[src/rtl/skyhop_game_ctrl_if.sv]
// +--------------------------------------------------------------------------+
// | Module : skyhop_game_ctrl_if                                             |
// | Desc   : Board/renderer-side signal bundle for the SkyHop game control.  |
// | Rev    : 1.0  initial release                                            |
// +--------------------------------------------------------------------------+
`default_nettype none

interface skyhop_game_ctrl_if;
    logic        vs;
    logic        start;
    logic        pause;
    logic        collision;
    logic        landed;
    logic [1:0]  state;
    logic        frame_tick;
    logic [15:0] score;
    logic [1:0]  lives;
    logic [15:0] hiscore;
    logic        led;

    // master = board/renderer side, slave = the game controller
    modport master (
        output vs, start, pause, collision, landed,
        input  state, frame_tick, score, lives, hiscore, led
    );

    modport slave (
        input  vs, start, pause, collision, landed,
        output state, frame_tick, score, lives, hiscore, led
    );
endinterface

`default_nettype wire

[src/rtl/skyhop_game_ctrl.sv]
// +--------------------------------------------------------------------------+
// | Module : skyhop_game_ctrl                                                |
// | Desc   : Frame-synchronous SkyHop state/score/lives/LED controller.      |
// |          Optional high-score register enabled by SKYHOP_HISCORE_EN.      |
// | Rev    : 1.0  initial release                                            |
// +--------------------------------------------------------------------------+
`default_nettype none

module skyhop_game_ctrl #(
    parameter int FRAME_DIV  = 60,
    parameter int LIVES      = 3,
    parameter int INV_FRAMES = 90
) (
    input  wire logic             clk,
    input  wire logic             rst,
    skyhop_game_ctrl_if.slave     bus
);

    typedef enum logic [1:0] {
        S_IDLE  = 2'd0,
        S_PLAY  = 2'd1,
        S_PAUSE = 2'd2,
        S_OVER  = 2'd3
    } state_t;

    localparam int                c_BW        = ($clog2(FRAME_DIV) > 3) ? $clog2(FRAME_DIV) : 3;
    localparam logic [c_BW-1:0]   c_PAUSE_LIM = c_BW'(FRAME_DIV / 2 - 1);
    localparam logic [c_BW-1:0]   c_OVER_LIM  = c_BW'(7);
    localparam logic [1:0]        c_LIVES     = 2'(LIVES);
    localparam logic [7:0]        c_INV       = 8'(INV_FRAMES);

    state_t            r_state;
    logic              r_sync1;
    logic              r_sync2;
    logic              r_prev;
    logic              r_tick;
    logic [15:0]       r_score;
    logic [1:0]        r_lives;
    logic [7:0]        r_inv;
    logic [c_BW-1:0]   r_blink;
    logic              r_led;
    logic              w_hit;
    logic [15:0]       w_score_next;

    // BCD +1 with per-digit carry; holds at 9999
    function automatic logic [15:0] bcd_inc(input logic [15:0] v);
        logic [15:0] r;
        logic        carry;
        r     = v;
        carry = 1'b1;
        if (v != 16'h9999) begin
            for (int i = 0; i < 4; i++) begin
                if (carry) begin
                    if (r[i*4 +: 4] == 4'd9) begin
                        r[i*4 +: 4] = 4'd0;
                    end else begin
                        r[i*4 +: 4] = r[i*4 +: 4] + 4'd1;
                        carry       = 1'b0;
                    end
                end
            end
        end
        return r;
    endfunction

    assign w_hit        = bus.collision && (r_inv == 8'd0);
    assign w_score_next = (r_state == S_PLAY && bus.landed) ? bcd_inc(r_score) : r_score;

    // vs crosses into clk domain here; presetting to 1 avoids a spurious tick out of reset
    always_ff @(posedge clk or negedge rst) begin
        if (!rst) begin
            r_sync1 <= 1'b1;
            r_sync2 <= 1'b1;
            r_prev  <= 1'b1;
            r_tick  <= 1'b0;
        end else begin
            r_sync1 <= bus.vs;
            r_sync2 <= r_sync1;
            r_prev  <= r_sync2;
            r_tick  <= r_prev & ~r_sync2;
        end
    end

`ifdef SKYHOP_HISCORE_EN
    logic [15:0] r_hiscore;
    assign bus.hiscore = r_hiscore;
`else
    assign bus.hiscore = 16'h0000;
`endif

    always_ff @(posedge clk or negedge rst) begin
        if (!rst) begin
            r_state   <= S_IDLE;
            r_score   <= 16'h0000;
            r_lives   <= 2'd0;
            r_inv     <= 8'd0;
            r_blink   <= '0;
            r_led     <= 1'b0;
`ifdef SKYHOP_HISCORE_EN
            r_hiscore <= 16'h0000;
`endif
        end else begin
            r_score <= w_score_next;
            if (r_tick) begin
                case (r_state)
                    S_IDLE: begin
                        if (bus.start) begin
                            r_state <= S_PLAY;
                            r_score <= 16'h0000;
                            r_lives <= c_LIVES;
                            r_inv   <= 8'd0;
                            r_blink <= '0;
                            r_led   <= 1'b1;
                        end
                    end
                    S_PLAY: begin
                        if (r_inv != 8'd0) begin
                            r_inv <= r_inv - 8'd1;
                        end
                        if (w_hit && r_lives == 2'd1) begin
                            r_state <= S_OVER;
                            r_lives <= 2'd0;
                            r_blink <= '0;
                            r_led   <= 1'b1;
`ifdef SKYHOP_HISCORE_EN
                            if (w_score_next > r_hiscore) begin
                                r_hiscore <= w_score_next;
                            end
`endif
                        end else begin
                            if (w_hit) begin
                                r_lives <= r_lives - 2'd1;
                                r_inv   <= c_INV;
                            end
                            if (bus.pause) begin
                                r_state <= S_PAUSE;
                                r_blink <= '0;
                                r_led   <= 1'b1;
                            end
                        end
                    end
                    S_PAUSE: begin
                        if (!bus.pause) begin
                            r_state <= S_PLAY;
                            r_blink <= '0;
                            r_led   <= 1'b1;
                        end else if (r_blink == c_PAUSE_LIM) begin
                            r_blink <= '0;
                            r_led   <= ~r_led;
                        end else begin
                            r_blink <= r_blink + 1'b1;
                        end
                    end
                    default: begin
                        // start must be released before returning to IDLE
                        if (!bus.start) begin
                            r_state <= S_IDLE;
                            r_blink <= '0;
                            r_led   <= 1'b0;
                        end else if (r_blink == c_OVER_LIM) begin
                            r_blink <= '0;
                            r_led   <= ~r_led;
                        end else begin
                            r_blink <= r_blink + 1'b1;
                        end
                    end
                endcase
            end
        end
    end

    assign bus.state      = r_state;
    assign bus.frame_tick = r_tick;
    assign bus.score      = r_score;
    assign bus.lives      = r_lives;
    assign bus.led        = r_led;

endmodule

`default_nettype wire

[src/flat_wrapper.sv]
// flat-port wrapper written by rule: the top's interface ports become plain ports
module skyhop_game_ctrl_flat 
#(
    parameter int FRAME_DIV  = 60,
    parameter int LIVES      = 3,
    parameter int INV_FRAMES = 90
)
  (clk, rst, bus_vs, bus_start, bus_pause, bus_collision, bus_landed, bus_state, bus_frame_tick, bus_score, bus_lives, bus_hiscore, bus_led);
  skyhop_game_ctrl_if bus_i ();
  input  wire logic clk;
  input  wire logic rst;
  input wire logic [$bits(bus_i.vs)-1:0] bus_vs;
  input wire logic [$bits(bus_i.start)-1:0] bus_start;
  input wire logic [$bits(bus_i.pause)-1:0] bus_pause;
  input wire logic [$bits(bus_i.collision)-1:0] bus_collision;
  input wire logic [$bits(bus_i.landed)-1:0] bus_landed;
  output wire logic [$bits(bus_i.state)-1:0] bus_state;
  output wire logic [$bits(bus_i.frame_tick)-1:0] bus_frame_tick;
  output wire logic [$bits(bus_i.score)-1:0] bus_score;
  output wire logic [$bits(bus_i.lives)-1:0] bus_lives;
  output wire logic [$bits(bus_i.hiscore)-1:0] bus_hiscore;
  output wire logic [$bits(bus_i.led)-1:0] bus_led;
  assign bus_i.vs = bus_vs;
  assign bus_i.start = bus_start;
  assign bus_i.pause = bus_pause;
  assign bus_i.collision = bus_collision;
  assign bus_i.landed = bus_landed;
  assign bus_state = bus_i.state;
  assign bus_frame_tick = bus_i.frame_tick;
  assign bus_score = bus_i.score;
  assign bus_lives = bus_i.lives;
  assign bus_hiscore = bus_i.hiscore;
  assign bus_led = bus_i.led;
  skyhop_game_ctrl #(.FRAME_DIV(FRAME_DIV), .LIVES(LIVES), .INV_FRAMES(INV_FRAMES)) u_core (.clk(clk), .rst(rst), .bus(bus_i));
endmodule
[config.mk]
export PLATFORM = sky130hd
export DESIGN_NAME = skyhop_game_ctrl_flat
export DESIGN_NICKNAME = d
export VERILOG_FILES = /design/src/rtl/skyhop_game_ctrl_if.sv /design/src/rtl/skyhop_game_ctrl.sv /design/src/flat_wrapper.sv
export SDC_FILE = /design/constraint.sdc
export NUM_CORES = 1
export LEC_CHECK = 0
export ABC_AREA = 1
export BUFFER_PORTS_ARGS = -buffer_cell sky130_fd_sc_hd__buf_4
export CORE_MARGIN = 3
export CORE_UTILIZATION = 57
export DETAILED_ROUTE_END_ITERATION = 10
export HOLD_SLACK_MARGIN = 0.12
export PLACE_DENSITY_LB_ADDON = 0.25
export SYNTH_ARGS = -nofsm -noshare
export SYNTH_HDL_FRONTEND = slang
export SYNTH_SLANG_ARGS = --single-unit
export TNS_END_PERCENT = 1
[constraint.sdc]
create_clock -name clk -period 1.8 [get_ports clk]
set_input_delay 0.27 -clock clk [delete_from_list [all_inputs] [get_ports clk]]
set_output_delay 0.27 -clock clk [all_outputs]
set_load 0.05 [all_outputs]
==> impl_results.md <==
- Diodes inserted: 0
- Syn Std Cell Area: about 2700 sq um
- Final-report max-slew violation count: 0
- Period utilisation layout: about nine tenths
- Number of detailed-routing iterations run before antenna repair: 4
- Vertical die dimension: between 70 and 80 um
- Worst reg-to-reg setup slack: roughly 0.17 ns
- Max-slew headroom: 66.64%
- Residual DRC count: 0
- Crit path launch: u_core.r_inv[5]
- Overall Global Routing Usage: between 20% and 30%
- Finished layout cell area: approximately 3100 sq um
- Maximum VDD drop: 0.9829 mV
- Max cap viols: 0
- Vias in the first global route: approximately 2100
- Initial standard-cell utilization of the core: roughly 60%
- Number of buffers inserted by port buffering: 28
- Number of buffers inserted during clock tree synthesis: 5
- Startpoint types: flip-flop
- Min cycle time layout: ~1.6 ns
- Crit path max-delay cell type: dfrtp_1
- Adder-cell share of the synthesized area: ~6.6%
- Post-route setup TNS: 0 ns
- Outcome: finished, final reports clean
- Data arrival time of the worst path: 1.83 ns
- Total grt overflow: 0
- Die W: approximately 74 um
- Number of fillers in the final layout: roughly 380
- Cells along the critical path: nor2_1 -> nand2_1 -> nor2_4 -> nand3_1 -> nand2_2 -> nand2_4 -> nor2_4 -> nand2_1 -> o21ai_0
- Most frequent standard cell in the layout excluding fill and tap cells: nand2_1
- Clock root buffer: clkbuf_8
- Number of buffers and inverters on the critical path: 0
- Class of the most critical setup path: reg2reg
- Ports placed on the boundary: 45
- Pre-CTS worst setup slack: roughly 0.13 ns
- H-tree depth: 2
- Total wire length: approximately 5600 um
- Maximum fanout encountered on the critical timing path: 8
- Number of hold violations in the final report: 0
- Total number of nets in the final design: approximately 400
- TritonCTS Sinks: 39
- Proportion of layout cells with a drive suffix above 1: approximately a fifth
- Half-perimeter wire length after detailed placement: 4051 um
- RSZ-0062 raised after global routing: no
- Largest net degree at the start of global routing: 40
- Kind of cell adding the most delay to the critical path: simple AND/OR/NAND/NOR gates
- Main combinational cell family by area after synthesis: simple AND/OR/NAND/NOR gates
- Yosys synthesis warning count: 0
- Yosys cell types: 34
- Remaining antenna violation count after routing: 0
- Post-placement cell area: a little under 3000 sq um
- Origin of the critical flop-to-flop path: u_core.r_inv[5]
- Post-Route Skew: around 0.012 ns
- Number of standard cells after synthesis: ~350
- Global-route wire length before repair: about 9300 um
- XOR/XNOR share of the synthesized area: under 10%
- Clock transition at the register clock pins on the worst setup and hold paths after CTS: about 0.08 ns
- Maximum buffer depth of the clock tree: 2
- Compound-gate portion of the synthesized area: between 10 and 15%
- Pwr per Cell Area: 1431 nW/um^2
- Post-route worst hold slack: about 0.36 ns
- Highest achievable clock rate: 612.1 MHz
- Crit path largest cell delay: between 0.4 and 0.5 ns
- Slew of the pin with the lowest slew margin: between 0.5 and 0.6 ns
- Area of the multi-input gates: 1414 sq um
- Area Growth Syn to Fin: 14.77%
- Source of the worst hold timing path: bus_pause
- Area inside the core boundary: ~4400 sq um
- Post-CTS Setup Inserts: 0
- Portion of netlist area occupied by mux cells: 0%
- Clock latency reported for the late side of the worst-skew pair: 0.30 ns
- Area enclosed by the die boundary: 5523 sq um
- Post-Syn Area per Cell: approximately 7.6 sq um
- Footprint of the flip-flops and latches: between 900 and 1000 sq um
- Final setup slack of the worst path: 0.1664 ns
- Post-synthesis sequential element count: 39
- Ratio of routed vias to standard cells: between 5 and 6
- Total number of vias: 2350
- Data required time at the worst endpoint: 2.00 ns
- Sequential element share of the synthesized area: between 30% and 40%
- Final count of negative-setup-slack endpoints: 0
- Kind of end point of the critical path: flip-flop
- Cell leakage power: around 1.5 nW
- Post-Synth Simple-Gate Area: between 30% and 40%
- Clock tree from TritonCTS: done
- Antenna violations before repair: 0
- Number of standard-cell rows in the floorplan: 24
- Number of design-rule violations left by the first detailed-router iteration: between 150 and 200
- Gp weighted congestion: ~0.85
- Type of the most critical hold path: in2reg
- Most frequent cells in the layout: 76 x nand2_1, 48 x inv_1, 34 x nor2_1, 34 x buf_4, 34 x dfrtp_1
- Routed wire length per instance: about 13 um
==> worst min-delay path, cell delays in order <==
cell and delay [ns]:
buf_4 0.14, nand4_1 0.08, nand2_1 0.05, nand2_1 0.05, nand2_1 0.04
==> synth_stat cells <==
library cell	number	share of area (%)
a21oi_1	16	3.0
a21oi_2	1	0.33
a21oi_4	1	0.61
a31oi_2	1	0.47
buf_2	1	0.19
buf_4	16	4.5
clkbuf_1	1	0.14
conb_1	1	0.14
dfrtp_1	36	34
dfstp_2	3	3.0
ha_1	14	6.6
inv_1	48	6.8
inv_2	5	0.71
nand2_1	76	11
nand2_2	4	0.94
nand2_4	1	0.42
nand3_1	19	3.6
nand3_2	2	0.75
nand4_1	14	3.3
nor2_1	35	4.9
nor2_2	6	1.4
nor2_4	6	2.5
nor3_1	2	0.38
nor3_2	1	0.38
nor3_4	1	0.61
o211ai_1	4	1.1
o21ai_0	19	3.6
o21ai_1	2	0.38
o21bai_1	1	0.28
o221ai_1	2	0.66
o31ai_1	3	0.85
or2_2	1	0.24
xnor2_1	2	0.66
xor2_1	6	2.0
==> layer usage <==
layer,wire length [um],vias up,track usage [%],part of all wire [%]
met4,87,0,7.510,1.6
li1,-,1183,-,-
met1,2534,1063,28.66,45
met3,331,13,4.595,5.9
met2,2621,91,34.94,47
met5,0,-,0,0
==> per-stage QoR <==
step | instances | total power (W) | util (%)
after floorplan | 366 | 0.002998 | -
after global placement | 434 | 0.003516 | 65.48
after detailed placement | 434 | 0.003564 | 65.48
after CTS | 444 | 0.004367 | 68.58
after global routing | 444 | 0.004695 | 68.69
final | 444 | 0.004369 | 68.69
==> layout make-up <==
| cell class | instances | area share [%] |
|---|---|---|
| clock buffers | 6 | 2.705 |
| repair buffers | 36 | 9.016 |
| multi-input cells | 256 | 46.31 |
| clock inverters | 2 | 1.148 |
| well taps | 52 | 2.131 |
| flip-flops and latches | 39 | 32.17 |
| inverters | 53 | 6.516 |
==> path summary, 6_finish.rpt <==
| check | to | depth (start not counted) |
|---|---|---|
| worst min-delay path | u_core.r_blink[4] | 5 |
| worst min register to register | u_core.r_sync2 | 0 |
| max in group asynchronous | u_core.bus.state[1] | 2 |
| worst max register to register | u_core.bus.state[0] | 9 |
| min in group asynchronous | u_core.bus.score[14] | 2 |
| worst max-delay path | u_core.bus.state[0] | 9 |
==> state kept, by name, indices dropped and copies added (netlist names) <==
register	flops
u_core.bus.lives	2
u_core.bus.score	16
u_core.bus.frame_tick	1
u_core.r_blink	6
u_core.bus.led	1
u_core.r_prev	1
u_core.r_sync2	1
u_core.r_sync1	1
u_core.r_inv	8
u_core.bus.state	2
==> power by group <==
part           switching (W)  internal, W
registers           0.000283      0.00111
clock network       0.000317     0.000449
logic                0.00150     0.000711
total                0.00210      0.00227
==> kinds of logic (layout without fill, tap and decap cells) <==
| group | count (synthesis) | after routing |
|---|---|---|
| AOI/OAI and AO/OA | 50 | 50 |
| xor gates and xnor gates | 8 | 8 |
| adders and majority gates | 14 | 14 |
| buffers and inverters | 71 | 97 |
| DFF | 39 | 39 |
| other | 1 | 16 |
| and+or+nand+nor | 168 | 168 |
==> what timing repair did <==
action                                 CTS  global route
setup endpoints to repair                0            15
gates resized for setup                  0             3
endpoints found under the hold margin   37             0
hold buffers                             2             0
Note: power is estimated with default switching activity, not from simulation.
